[src/rtl/fifo_uart_pkg.sv]
// Shared types and frame constants for the FIFO-fed 8N1 serial transmitter.
package fifo_uart_pkg;

  localparam int DATA_BITS = 8;
  localparam int BIT_CNT_W = $clog2(DATA_BITS);

  localparam logic START_LEVEL = 1'b0;
  localparam logic STOP_LEVEL  = 1'b1;
  localparam logic IDLE_LEVEL  = 1'b1;

  typedef enum logic [2:0] {
    IDLE  = 3'd0,
    POP   = 3'd1,
    LOAD  = 3'd2,
    START = 3'd3,
    DATA  = 3'd4,
    STOP  = 3'd5
  } tx_state_e;

  typedef logic [DATA_BITS-1:0] byte_t;

  // Bit timing only runs while a frame is on the line.
  function automatic logic on_line(input tx_state_e s);
    return (s == START) || (s == DATA) || (s == STOP);
  endfunction

endpackage

[src/rtl/fifo_uart_tx_baud.sv]
// Bit-period counter: one-cycle tick on the last clock of every bit.
module baud_tick_gen #(
  parameter int CLKS_PER_BIT = 16
) (
  input  logic clk,
  input  logic rst,
  input  logic clear_i,
  output logic tick_o
);

  localparam int CW = (CLKS_PER_BIT > 1) ? $clog2(CLKS_PER_BIT) : 1;
  localparam logic [CW-1:0] CNT_MAX = CW'(CLKS_PER_BIT - 1);

  logic [CW-1:0] cnt_q;
  logic [CW-1:0] cnt_d;

  always_comb begin
    cnt_d = cnt_q + CW'(1);
    if (clear_i || (cnt_q == CNT_MAX)) begin
      cnt_d = '0;
    end
  end

  always_ff @(posedge clk or posedge rst) begin
    if (rst) begin
      cnt_q <= '0;
    end else begin
      cnt_q <= cnt_d;
    end
  end

  assign tick_o = !clear_i && (cnt_q == CNT_MAX);

endmodule

[src/rtl/fifo_uart_tx.sv]
// Pops one byte per frame from the byte FIFO and shifts it out as 8N1.
module fifo_uart_tx
  import fifo_uart_pkg::*;
#(
  parameter int CLKS_PER_BIT = 16
) (
  input  logic        clk,
  input  logic        rst,
  input  logic        in_enable,
  input  logic        in_fifo_is_empty,
  input  logic [7:0]  in_fifo_read_data,
  output logic        out_fifo_read_ctrl,
  output logic        out_tx,
  output logic        out_busy,
  output logic        out_frame_done
);

  localparam logic [BIT_CNT_W-1:0] LAST_BIT =
    BIT_CNT_W'(DATA_BITS - 1);

  tx_state_e state_q;
  tx_state_e state_d;
  byte_t     shift_q;
  byte_t     shift_d;
  logic [BIT_CNT_W-1:0] bit_q;
  logic [BIT_CNT_W-1:0] bit_d;

  logic tick;
  logic baud_clear;

  // Held clear outside the frame so START always begins at count 0.
  assign baud_clear = !on_line(state_q);

  baud_tick_gen #(
    .CLKS_PER_BIT(CLKS_PER_BIT)
  ) u_baud (
    .clk    (clk),
    .rst    (rst),
    .clear_i(baud_clear),
    .tick_o (tick)
  );

  always_comb begin
    state_d = state_q;
    shift_d = shift_q;
    bit_d   = bit_q;
    unique case (state_q)
      IDLE: begin
        if (in_enable && !in_fifo_is_empty) begin
          state_d = POP;
        end
      end
      POP: begin
        state_d = LOAD;
      end
      LOAD: begin
        shift_d = in_fifo_read_data;
        bit_d   = '0;
        state_d = START;
      end
      START: begin
        if (tick) begin
          state_d = DATA;
        end
      end
      DATA: begin
        if (tick) begin
          shift_d = shift_q >> 1;
          if (bit_q == LAST_BIT) begin
            bit_d   = '0;
            state_d = STOP;
          end else begin
            bit_d = bit_q + BIT_CNT_W'(1);
          end
        end
      end
      STOP: begin
        if (tick) begin
          state_d = IDLE;
        end
      end
      default: begin
        state_d = IDLE;
      end
    endcase
  end

  always_ff @(posedge clk or posedge rst) begin
    if (rst) begin
      state_q <= IDLE;
      shift_q <= '0;
      bit_q   <= '0;
    end else begin
      state_q <= state_d;
      shift_q <= shift_d;
      bit_q   <= bit_d;
    end
  end

  always_comb begin
    out_tx = IDLE_LEVEL;
    unique case (state_q)
      START:   out_tx = START_LEVEL;
      DATA:    out_tx = shift_q[0];
      STOP:    out_tx = STOP_LEVEL;
      default: out_tx = IDLE_LEVEL;
    endcase
  end

  assign out_fifo_read_ctrl = (state_q == POP);
  assign out_busy           = (state_q != IDLE);
  assign out_frame_done     = (state_q == STOP) && tick;

endmodule

[config.mk]
export PLATFORM = sky130hd
export DESIGN_NAME = fifo_uart_tx
export DESIGN_NICKNAME = d
export VERILOG_FILES = /design/src/rtl/fifo_uart_pkg.sv /design/src/rtl/fifo_uart_tx_baud.sv /design/src/rtl/fifo_uart_tx.sv
export SDC_FILE = /design/constraint.sdc
export NUM_CORES = 1
export LEC_CHECK = 0
export CELL_PAD_IN_SITES_DETAIL_PLACEMENT = 0
export CELL_PAD_IN_SITES_GLOBAL_PLACEMENT = 2
export CORE_ASPECT_RATIO = 1.5
export CORE_MARGIN = 2
export CORE_UTILIZATION = 36
export DETAILED_ROUTE_END_ITERATION = 7
export PLACE_DENSITY = 0.79
export SYNTH_ARGS = -nofsm -noshare
export SYNTH_HDL_FRONTEND = slang
export SYNTH_SLANG_ARGS = --single-unit
[constraint.sdc]
create_clock -name clk -period 2.7 [get_ports clk]
set_input_delay 0.405 -clock clk [delete_from_list [all_inputs] [get_ports clk]]
set_output_delay 0.405 -clock clk [all_outputs]
set_load 0.02 [all_outputs]
## Word-level counts from Yosys, hierarchy flattened

Index checks and enable logic that the tools add are counted.

- Register bits: 18
- Latch bits: 0
- Bits in writable memories: 0
- Bits in read-only memories: 0
- Input bits: 12
- Output and inout port bits: 4
- Word-level logic and storage cells: 44
- Memories kept: 0

- $add $sub $neg: 2
- Multipliers: 0
- Div/mod/pow operators: 0
- $lt $le $gt $ge: 0
- Equality and inequality tests: 12
- Shifts and indexed selects: 0
- Muxes and demuxes: 13
- Bitwise logic cells: 0
- Reductions and logical operators: 13

Operators with widths:

| operator | number |
|---|---|
| 3-bit 2-to-1 mux | 7 |
| 3-bit case mux with 6 select lines | 1 |
| 8-bit case mux with 2 select lines | 1 |
| 3-bit == test, second input constant | 3 |
| 8-bit 2-to-1 mux | 1 |
| 2-bit != test, second input constant | 4 |
| 3-bit by 2-bit == test with 1-bit output, second input constant | 2 |
| 3-bit case mux with 2 select lines | 1 |
| 5-bit AND reduction | 1 |
| 4-bit by 1-bit adder with 4-bit output, second input constant | 1 |
| 4-bit == test, second input constant | 1 |
| 4-bit 2-to-1 mux | 1 |
| 3-bit by 1-bit adder with 3-bit output, second input constant | 1 |
| 3-bit by 1-bit == test with 1-bit output, second input constant | 1 |
| 1-bit logical AND | 3 |
| 3-bit logical NOT | 1 |
| 1-bit logical OR | 3 |
| 3-bit nonzero test | 1 |
| 1-bit logical NOT | 2 |
| 2-bit by 1-bit != test with 1-bit output, second input constant | 1 |
| 1-bit case mux with 2 select lines | 1 |
| 2-bit AND reduction | 1 |
| 2-bit nonzero test | 1 |

## Logic depth before layout (Yosys ltp)

- Word-level depth: 6
- Mapped depth: 5

## By module

From an unflattened synthesis, not the netlist that was laid out.

- Cell total of the unflattened synthesis: 86
- Area, all modules: 1051.0 µm²

Modules (own cells, without submodules):

| module | times used | cells each | area an instance (µm²) | seq. area each (µm²) |
|---|---|---|---|---|
| fifo_uart_tx | 1 | 71 | 873.3 | 350.3 |
| baud_tick_gen | 1 | 15 | 177.7 | 100.1 |

## Worst setup path before layout

No wires, ideal clock.

- Path kind: reg-to-reg
- Start: register state_q[1]
- End: register shift_q[0]
- Setup time: 0.125 ns
- Arrival time: 1.540 ns
- Slack: 1.035 ns
- Cell stages (with the launch flop): 5
- Clock period less this slack: 1.665 ns
- Cell sequence: dfrtp_1 > buf_2 > nor3b_1 > mux2_2 > mux2_2

- Cells in the longest elaborated chain, start to end: 6
- Elaborated cells on any way between the ends: 11
- Classes of those cells: eq/ne (5); mux (1); reduce/logical (5)

RTL lines:

| what | RTL line | text |
|---|---|---|
| from (decl) | fifo_uart_tx.sv:21 | `tx_state_e state_q;` |
| from (signal assigned) | fifo_uart_tx.sv:94 | `state_q <= state_d;` |
| 3-bit by 2-bit == test with 1-bit output or 3-bit == test (tied branches) | fifo_uart_pkg.sv:24, fifo_uart_tx.sv:47 |  |
| 1-bit logical OR (2 in series) | fifo_uart_pkg.sv:24 | `return (s == START) \|\| (s == DATA) \|\| (s == STOP);` |
| 1-bit logical AND | fifo_uart_tx_baud.sv:32 | `assign tick_o = !clear_i && (cnt_q == CNT_MAX);` |
| 2-bit != test (no source line) | - |  |
| 2-bit AND reduction (no source line) | - |  |
| to (signal assigned) | fifo_uart_tx.sv:95 | `shift_q <= shift_d;` |
| to (decl) | fifo_uart_tx.sv:23 | `byte_t shift_q;` |

Parallel ways exist; a longest one is shown, timed or not.
A chain may end at the register's enable or synchronous reset.

## Worst setup path after layout

- Start: register state_q[0]
- End: output port out_tx

- Cells in the longest elaborated chain, start to end: 2
- Elaborated cells on any way between the ends: 3
- Classes of those cells: eq/ne (2); mux (1)

RTL lines:

| what | RTL line | text |
|---|---|---|
| 3-bit == test or 3-bit by 2-bit == test with 1-bit output (tied branches) | fifo_uart_tx.sv:102 | `unique case (state_q)` |
| 1-bit case mux with 2 select lines (*) | fifo_uart_tx.sv:102 |  |
| to (decl) | fifo_uart_tx.sv:13 | `output logic out_tx,` |

Mark *: on every way between the ends. The rest lies on a longest branch, timed or not.

==> results.env <==
CP_DATA_REQUIRED_TIME_PS=2300
FINAL_CELLS=136
FP.COREAREA_MM2=0.00262
TIMING.CRITICAL_PATH.CELLS='or3b_1 > nor2_1 > nor2_1 > clkdlybuf4s50_1'
REPORT.FINAL.SLEW_VIOL_COUNT=0
PATH_CLASS='flip-flop to primary output'
CTS.REPAIR_TIMING.SETUP_BUFFER_COUNT=0
PRE_CTS_WORST_SETUP_SLACK_PS=491
FINALSETUPVIOLATIONS=0
YOSYS_WARNINGS=0
YS_SEQ_AREA_SHARE_PCT=46.6
FINAL-HOLD-VIOLATION-COUNT=0
CTS-ROOT-TO-SINK-BUFFERS=2
LAYOUT-DRIVE-GT1-SHARE_PCT=23.2
CTS-ROOT-BUF='clkbuf_8'
DPL.HPWL_UM=1230
GRTUSAGEMET2_PCT=16.7
CTS_MADE_BUFFERS=3
FLOORPLAN.DIE.HEIGHT_UM=67.4
CP-END-KIND='primary output'
INITIAL_CORE_UTIL_PCT=36.9
SYN-NUM-NETS=99
RUN_STATUS='finished clean'
GR_BUSIEST_METAL='met1'
YOSYS_REGISTER_BITS=18
CLOCK_TREE_FROM_TRITONCTS='yes'
FIN_TNS_SETUP_PS=0
DRT_VIA_DENSITY=4.71
LAYOUT_SETUP_WS_PS=236
FIRST_PASS_GRT_WIRE_LENGTH_UM=2770
CRITPATHSLOWESTCELL='or3b_1'
WORST_RELATIVE_SLEW_SLACK_PCT=53.1
PLACE.DETAILED.INSTANCES=132
FIN_WORST_SKEW_PS=4.20
CELLPOWERDENSITY_mW_PER_MM2=780
CTS.REPORTEDPATHS.CLKPINSLEW_PS=70
SYNTHDOMINANTAREACELLTYPE='dfrtp_1'
ROUTED_WIRE_LENGTH_PER_INSTANCE_UM=12.3
MAX_CLOCK_FREQ_MHz=406
ROW_COUNT=23
POST-SYNTH-TOP-AREA-FRACTION_PCT=46.6
ROUTED_WIRELENGTH_UM=1670
ANT_NETS=0
MAXIMUM_LEVEL_OF_THE_CTS_H_TREE=1
FINAL.MIN_CLOCK_PERIOD_PS=2460
YOSYS-TOP-CELLS-AREA='dfrtp_1, mux2_2, ha_1, nor2_1, mux2i_1'
GRT_SETUP_UNREPAIRED='no'
FLOORPLAN.DIE.WIDTH_UM=46.3
MAX_INCR_DELAY_ON_CP_PS=570
DIE_AREA_MM2=0.00312
GRT_START_MAX_NET_PINS=19
GLOBALROUTEMET1UTIL_PCT=18.3
NUMBER_OF_ANTENNA_VIOLATIONS_AT_THE_FIRST_CHECK_IN_GLOBAL_ROUTING=0
GR-USAGE-ALL-LAYERS_PCT=12.4
FIRST_GLOBAL_VIAS=636
OVERFLOW=0
IO_BUF_COUNT=15
TIMING.CRITICAL_PATH.FANOUT_MAX=12
WORST_SKEW_PAIR.LATE_LATENCY_PS=250
ROUTE.DETAILED.DRC=0
DETAIL_ROUTE.ITER0.VIOLATIONS=12
PLACE_CONGESTION=0.707
FINALCRITPERIODSHARE_PCT=91.2
SYNTH_CELLS=84
CTS_HOLD_BUFFERS=0
P_LEAK_nW=0.506
POST_DP_CELL_AREA_MM2=0.00114
USE_MET3_PCT=2.41
WORSTMARGINPINSLEW_PS=703
CRITPATHARRIVALTIME_PS=2060
IR_DROP_mV=0.541
LAYOUT.CELLS.MOST_COMMON_LIST='dfrtp_1, mux2_2, clkdlybuf4s50_1'
DETAILROUTE.VIA_COUNT=641
DETAIL_ROUTE.FIRST_PASS.ITERATIONS=4
SYNTH_AREA_PER_CELL_UM2=11.5
MAX_CAP_VIOLATIONS=0
ANTENNA-DIODE-COUNT=0
STARTPOINT_TYPE='flip-flop'
CTS_RESIZED=0
PIN_COUNT=16
HOLD_PATH_CLASS='flip-flop to flip-flop'
AREA_DELTA_SYNTH_FINAL_PCT=23.3
FILLCELLCOUNT=259
PATH_COMMON_CELL='nor2_1'
SYNTHDISTINCTLIBCELLS=27
CTS_NUM_SINKS=18
COMMONEST_NON_FILL_NON_TAP_CELL_IN_THE_LAYOUT='dfrtp_1'
SYNTHESIS.AREA_UM2=966
FINAL_NETS=115
FIN_AREA_MM2=0.00119
==> metal layers <==
metal	vias up	share of wire [%]
met1	303	49
met3	4	2.3
met5	-	0
met4	0	1.5
met2	10	47
li1	324	-
==> sequential cells by signal, indices dropped and copies added (netlist names) <==
name	cells
state_q	3
bit_q	3
u_baud.cnt_q	4
shift_q	8
==> where the power goes <==
group	switching (W)	total [W]	internal (W)
clock	0.0000945	0.000224	0.000130
sequential	0.0000738	0.000430	0.000356
combinational	0.000110	0.000274	0.000164
==> synth_stat cells <==
master	n
buf_6	1
o21ai_0	2
nand3_1	2
xor2_1	1
dfrtp_1	18
buf_2	3
and2_1	1
mux2_2	17
mux2i_1	2
o221a_2	1
nand3b_1	1
or3_1	1
or3b_1	1
o31a_1	1
o22ai_4	1
and3b_1	1
inv_1	4
nor2b_1	1
nand4_1	1
ha_1	3
nand2b_1	3
nor3_1	2
xnor2_1	1
a221oi_1	1
nand2_1	2
nor2_1	10
nor3b_1	2
==> metrics by stage <==
stage	utilization (%)	power [W]	hold slack, ps
floorplan	-	0.000637	344
global placement	43.4	0.000711	459
detailed placement	43.4	0.000716	465
CTS	45.5	0.000942	475
global route	45.5	0.000990	489
finish	45.5	0.000929	469
==> area by class of cell <==
cell class / count / area [µm²] / area share, %
Inverter: 4 / 15.0 / 1.26
Multi-Input combinational cell: 58 / 474 / 39.8
Sequential cell: 18 / 450 / 37.8
Tap cell: 37 / 46.3 / 3.89
Clock buffer: 4 / 55.1 / 4.62
Timing Repair Buffer: 15 / 150 / 12.6
==> critical path, delay by kind of cell, from the launching register on <==
family	cells	cell delay [ps]
and+or+nand+nor	3	760
DFF	1	510
buffers and inverters	1	530
==> path summary, 6_finish.rpt <==
check                                       end  slack [ps]       startpoint  depth (start not counted)
worst min-delay path            u_baud.cnt_q[0]         470  u_baud.cnt_q[0]                          1
worst max-delay path                     out_tx         240       state_q[0]                          4
min in group asynchronous       u_baud.cnt_q[0]         560              rst                          2
worst min register to register  u_baud.cnt_q[0]         470  u_baud.cnt_q[0]                          1
max in group asynchronous              bit_q[1]        1700              rst                          2
worst max register to register       shift_q[3]         750       state_q[0]                          3
==> logic make-up (layout without fill, tap and decap cells) <==
group	Yosys count	in the layout	share of synthesized area, %
AO/OA/AOI/OAI	6	6	6.09
XOR/XNOR	2	2	1.81
adder cells (fa/ha/maj)	3	3	3.89
buffers and inverters	8	23	4.27
flip-flops	18	18	46.6
multiplexers	19	19	21.9
AND/OR/NAND/NOR	28	28	15.4
Note: power is estimated with default switching activity, not from simulation.
